==> config.mk <==
export PLATFORM = sky130hd
export DESIGN_NAME = pipe_ctrl
export DESIGN_NICKNAME = d
export VERILOG_FILES = /design/src/rtl/pipe_ctrl_pkg.sv /design/src/rtl/pipe_ctrl_stall_enc.sv /design/src/rtl/pipe_ctrl.sv
export SDC_FILE = /design/constraint.sdc
export NUM_CORES = 1
export LEC_CHECK = 0
export CAP_MARGIN = 20
export CORE_UTILIZATION = 34
export CTS_BUF_LIST = sky130_fd_sc_hd__clkbuf_4 sky130_fd_sc_hd__clkbuf_8
export CTS_CLUSTER_SIZE = 16
export DETAILED_ROUTE_END_ITERATION = 12
export PLACE_DENSITY_LB_ADDON = 0.2
export SLEW_MARGIN = 20
export SYNTH_ARGS = -nofsm -noshare
export SYNTH_HDL_FRONTEND = slang
export SYNTH_HIERARCHICAL = 1
export SYNTH_SLANG_ARGS = --single-unit
==> constraint.sdc <==
create_clock -name clk -period 2.6 [get_ports clk]
set_input_delay 0.52 -clock clk [delete_from_list [all_inputs] [get_ports clk]]
set_output_delay 0.52 -clock clk [all_outputs]
set_load 0.02 [all_outputs]
==> src/rtl/pipe_ctrl_pkg.sv <==
// pipe_ctrl_pkg: stall encodings and bus FSM states shared by the pipeline controller
package pipe_ctrl_pkg;
  localparam logic StallEnable = 1'b1;
  localparam logic StallDisable = 1'b0;
  localparam logic [5:0] STALL_MEM = 6'b011111;
  localparam logic [5:0] STALL_EX = 6'b001111;
  localparam logic [5:0] STALL_ID = 6'b000111;
  localparam logic [5:0] STALL_IF = 6'b000011;
  localparam logic [5:0] STALL_NONE = {6{StallDisable}};
  typedef enum logic [1:0] {IDLE, FETCH, DATA} state_t;
endpackage

==> src/rtl/pipe_ctrl_stall_enc.sv <==
// pipe_ctrl_stall_enc: priority encoder turning stall sources into the 6-bit stall vector
// ports: mem_busy/ex/id/if_busy sources (highest priority first), stall vector out
module pipe_ctrl_stall_enc
  import pipe_ctrl_pkg::*;
(
  input  logic       mem_busy,
  input  logic       ex,
  input  logic       id,
  input  logic       if_busy,
  output logic [5:0] stall
);
  always_comb stall = mem_busy ? STALL_MEM : ex ? STALL_EX : id ? STALL_ID : if_busy ? STALL_IF : STALL_NONE;
endmodule

==> src/rtl/pipe_ctrl.sv <==
// pipe_ctrl: pipeline stall generation and IF/MEM arbitration of the shared memory bus
// ports: clk, rst (async, active-low); stallreq_id/ex hazards; if_*/mem_* requester sides;
// bus_* shared bus master side with sticky bus_err on watchdog abort; stall vector out
module pipe_ctrl
  import pipe_ctrl_pkg::*;
#(
  parameter int ADDR_W  = 32,
  parameter int DATA_W  = 32,
  parameter int TIMEOUT = 256,
  parameter int CNT_W   = 8
) (
  input  logic              clk,
  input  logic              rst,
  input  logic              stallreq_id,
  input  logic              stallreq_ex,
  input  logic              if_req,
  input  logic [ADDR_W-1:0] if_addr,
  output logic              if_ack,
  output logic [DATA_W-1:0] if_rdata,
  input  logic              mem_req,
  input  logic              mem_we,
  input  logic [ADDR_W-1:0] mem_addr,
  input  logic [DATA_W-1:0] mem_wdata,
  output logic              mem_ack,
  output logic [DATA_W-1:0] mem_rdata,
  output logic              bus_req,
  output logic              bus_we,
  output logic [ADDR_W-1:0] bus_addr,
  output logic [DATA_W-1:0] bus_wdata,
  input  logic              bus_ack,
  input  logic [DATA_W-1:0] bus_rdata,
  output logic              bus_err,
  output logic [5:0]        stall
);
  state_t state, state_n;
  logic [CNT_W-1:0] wait_cnt, cnt_n;
  logic req_n, we_n, err_n, last_data, last_n, go_fetch, go_data, done;
  logic [ADDR_W-1:0] addr_n;
  logic [DATA_W-1:0] wdata_n;
  logic [5:0] stall_enc;
  // fetch wins a tie only when the previous grant went to data, so neither side starves
  assign go_fetch = if_req & (~mem_req | last_data);
  assign go_data = mem_req & ~go_fetch;
  assign done = (state != IDLE) & (bus_ack | (wait_cnt == CNT_W'(TIMEOUT - 1)));
  assign if_ack = (state == FETCH) & done;
  assign mem_ack = (state == DATA) & done;
  assign if_rdata = (if_ack & bus_ack) ? bus_rdata : '0;
  assign mem_rdata = (mem_ack & bus_ack) ? bus_rdata : '0;
  always_comb begin
    state_n = state;
    req_n = bus_req;
    we_n = bus_we;
    addr_n = bus_addr;
    wdata_n = bus_wdata;
    cnt_n = wait_cnt;
    err_n = bus_err;
    last_n = last_data;
    if (state == IDLE) begin
      state_n = go_fetch ? FETCH : go_data ? DATA : IDLE;
      req_n = go_fetch | go_data;
      we_n = go_fetch ? 1'b0 : go_data ? mem_we : bus_we;
      addr_n = go_fetch ? if_addr : go_data ? mem_addr : bus_addr;
      wdata_n = go_data ? mem_wdata : bus_wdata;
      cnt_n = '0;
    end else if (done) begin
      state_n = IDLE;
      req_n = 1'b0;
      last_n = (state == DATA);
      err_n = bus_err | ~bus_ack;
    end else begin
      cnt_n = wait_cnt + 1'b1;
    end
  end
  always_ff @(posedge clk or negedge rst) begin
    if (!rst) begin
      state <= IDLE;
      bus_req <= 1'b0;
      bus_we <= 1'b0;
      bus_addr <= '0;
      bus_wdata <= '0;
      wait_cnt <= '0;
      bus_err <= 1'b0;
      last_data <= 1'b0;
    end else begin
      state <= state_n;
      bus_req <= req_n;
      bus_we <= we_n;
      bus_addr <= addr_n;
      bus_wdata <= wdata_n;
      wait_cnt <= cnt_n;
      bus_err <= err_n;
      last_data <= last_n;
    end
  end
  pipe_ctrl_stall_enc u_enc (
    .mem_busy(mem_req & ~mem_ack),
    .ex(stallreq_ex),
    .id(stallreq_id),
    .if_busy(if_req & ~if_ack),
    .stall(stall_enc)
  );
  // the stall vector is held clear throughout reset regardless of request inputs
  assign stall = rst ? stall_enc : STALL_NONE;
endmodule

==> summary.txt <==
Mapped Area: 4344 um^2
Pre-Repair DR Iteration Count: 4
CTS max path bufs: 2
Reg-to-Reg End: bus_addr[28]
IO Pins: 275
flops & latches, synth: 78
Seq/Total Area, Yosys: 0.4493
routing usage on met3: 0.05693
Mapped Avg Cell Area: 10.42 um^2
Synth warnings: 6
Leak Pwr: 3.391 nW
Reg area: 1952 um^2
H-Tree Depth: 3
synth top area cells: dfrtp_1, and2_1, mux2_4
CTS buffer count: 9
max-cap violation count: 0
PwrDens: 1000 nW/um^2
chip width: 115.0 um
status: finished, violations left
fin area: 7516 um^2
violated checks: negative setup slack
total gr overflow: 0
placed cell area: 7282 um^2
die span in y: 115.0 um
clk root buf: clkbuf_8
Cell Chain, Critical Path: and4_4 -> a41oi_4 -> o31a_1 -> buf_4 -> or3_1 -> and2_4 -> buf_6
Slew HR: 0.6187
vias in the first global route: 4329
pin count of the biggest net entering global routing: 66
Place WS: -0.5324 ns
CP max FO: 3
final antenna-violating net count: 0
Slew Limit Fails: 0
Final Hold Viols: 0
critical path class: reg -> out
final net count: 831
Fin Setup TNS: -0.1364 ns
Worst Skew: 0.01259 ns
Total GRT Usage: 0.2220
Finish-stage setup viols: 3
Clock Pin Slew Worst Setup and Hold Paths: 0.08 ns
detailed placement HPWL: 10900 um
final non-filler cell total: 867
met2 GRT Util: 0.4100
n_diodes: 0
startpoint types: flip-flop
Die ar.: 13230 um^2
Initial DRC Count: 360
critical path endpoint: stall[2]
drt via density: 4.997
Synth cell types: 42
Core Rows: 40
Peak supply drop: 429.6 uV
Initial Utilization: 0.3557
origin of the worst setup path: wait_cnt[6]
Multi-input gate area: 2150 um^2
GRT busiest layer: met2
DR vias: 4332
CP arrival: 2.16 ns
Hold Slack: 0.3341 ns
Worst Tran Pin Value: 0.5719 ns
Final WS setup: -0.07597 ns
Max Freq: 373.7 MHz
Worst path max stage delay: 0.35 ns
worst r2r src: state[1]
P&R area growth vs syn: 73.01%
core box area: 12210 um^2
Tcrit/Tclk final: 1.029
critical path's slowest cell: dfrtp_1
initial antenna violation count: 0
RePlAce Congestion: 0.7806
Crit. End Element: output pin
Syn Nets: 554
Hold Crit Class: in -> async
Wirelength per Cell: 17.28 um
top-area cell type share of the netlist area: 0.4493
filler cell count: 1079
share of layout cells above drive strength 1: 0.1516
cell count after placement: 847
Mapped Cells: 417
CTS tree: built
quantity of I/O buffers inserted on ports: 273
CTS sink count: 78
FF-to-FF path depth: 5
first-pass GRT wire length: 22490 um
worst skew pair latency: 0.35 ns
area leader, netlist: dfrtp_1
RSZ-0062 raised after global routing: true
internal reg-to-reg setup slack: 0.81 ns
GRT met1 Usage: 0.2477
crit path time final: 2.676 ns
Post-Route WL: 14980 um
DRC Markers: 0
CP Data Required Time: 2.08 ns
final cells by class:
cell class	instances	area share
repair buffers	307	0.3930
well taps	168	0.02797
multi-input cells	290	0.2860
clock inverters	5	0.01082
inverters	8	0.003995
flip-flops and latches	78	0.2597
clock buffers	11	0.01848
layer usage:
layer / wire length [um] / up-vias
met5: 0 / -
met3: 1187 / 13
met2: 7990 / 198
met4: 180 / 0
li1: - / 2035
met1: 5620 / 2086
cells in the mapped netlist (all sizes together):
library cell  instances
nand2b                2
and4b                 1
ha                    1
and2                 71
inv                   8
dfrtp                78
a21bo                 1
nand2                 8
nand3                 2
a41oi                 2
or2                   3
o211ai                1
or4                   2
a31oi                35
a31o                  2
a2bb2oi               1
mux2i                 4
nand3b               33
nor3                  7
clkbuf               23
conb                  1
and4                  2
a211oi                3
buf                  18
mux2                 32
or3                   1
o31a                  2
o21ai                35
nor2b                 1
a21oi                33
nor2                  1
a21o                  1
o22ai                 1
and2b                 1
cells by family (layout without fill, tap and decap cells):
| group | Yosys count | after routing | synth area share |
|---|---|---|---|
| adder cells (fa/ha/maj) | 1 | 1 | 0.002880 |
| other | 1 | 1 | 0.0008632 |
| AND/OR/NAND/NOR | 135 | 135 | 0.2010 |
| multiplexers | 36 | 36 | 0.1164 |
| buffers and inverters | 49 | 331 | 0.06682 |
| AO/OA/AOI/OAI | 117 | 117 | 0.1627 |
| flip-flops | 78 | 78 | 0.4493 |
critical path, delay by kind of cell (launching register included):
kind / cells / cell delay, ns
simple gates: 3 / 0.74
compound gates: 2 / 0.44
flops: 1 / 0.35
buf+inv: 2 / 0.26
metrics by stage:
step	util	total power, mW
after global routing	0.6155	7.957
final	0.6155	7.518
after detailed placement	0.5963	6.574
after CTS	0.6116	7.576
after global placement	0.5963	6.480
after floorplan	-	4.602
layout by cell type (no fill, tap or decap), types with 3 or more instances in the layout:
| cell | instances |
|---|---|
| buf_4 | 34 |
| nor3_1 | 5 |
| clkbuf_8 | 9 |
| and2_1 | 67 |
| o21ai_0 | 35 |
| a21oi_1 | 33 |
| nand3b_1 | 33 |
| buf_6 | 4 |
| clkdlybuf4s50_1 | 200 |
| nand2_1 | 8 |
| a211oi_1 | 3 |
| inv_1 | 8 |
| and2_4 | 4 |
| dfrtp_1 | 78 |
| dlygate4sd2_1 | 65 |
| mux2_2 | 4 |
| mux2_4 | 28 |
| mux2i_1 | 4 |
| a31oi_1 | 35 |
how the worst min path moves through the flow:
stage	startpoint	slack, ns	cells after the start	end
finish	rst	0.33	2	bus_we
global route	rst	0.38	2	bus_we
CTS	rst	0.34	2	bus_we
detailed placement	bus_err	0.47	1	bus_err
global placement	bus_err	0.46	1	bus_err
floorplan	rst	0.22	0	bus_addr[0]
what timing repair did:
| action | 4_1_cts | 5_1_grt |
|---|---|---|
| hold buffers | 0 | 0 |
| endpoints found under the setup margin | 70 | 5 |
| gates cloned | 1 | 0 |
| setup buffers | 1 | 2 |
| pin swaps | 6 | 8 |
| resized for setup | 98 | 9 |
state kept, by name, indices dropped and copies added, names as in the netlist:
| name | count |
|---|---|
| last_data | 1 |
| bus_wdata | 32 |
| bus_err | 1 |
| bus_req | 1 |
| wait_cnt | 8 |
| state | 2 |
| bus_we | 1 |
| bus_addr | 32 |
power breakdown:
group          internal (mW)  switching [mW]  total (mW)
Sequential              1.78           0.319        2.10
Combinational           2.21            2.19        4.40
Clock                  0.565           0.455        1.02
Total                   4.55            2.96        7.52
(Power assumes the default switching activity.)
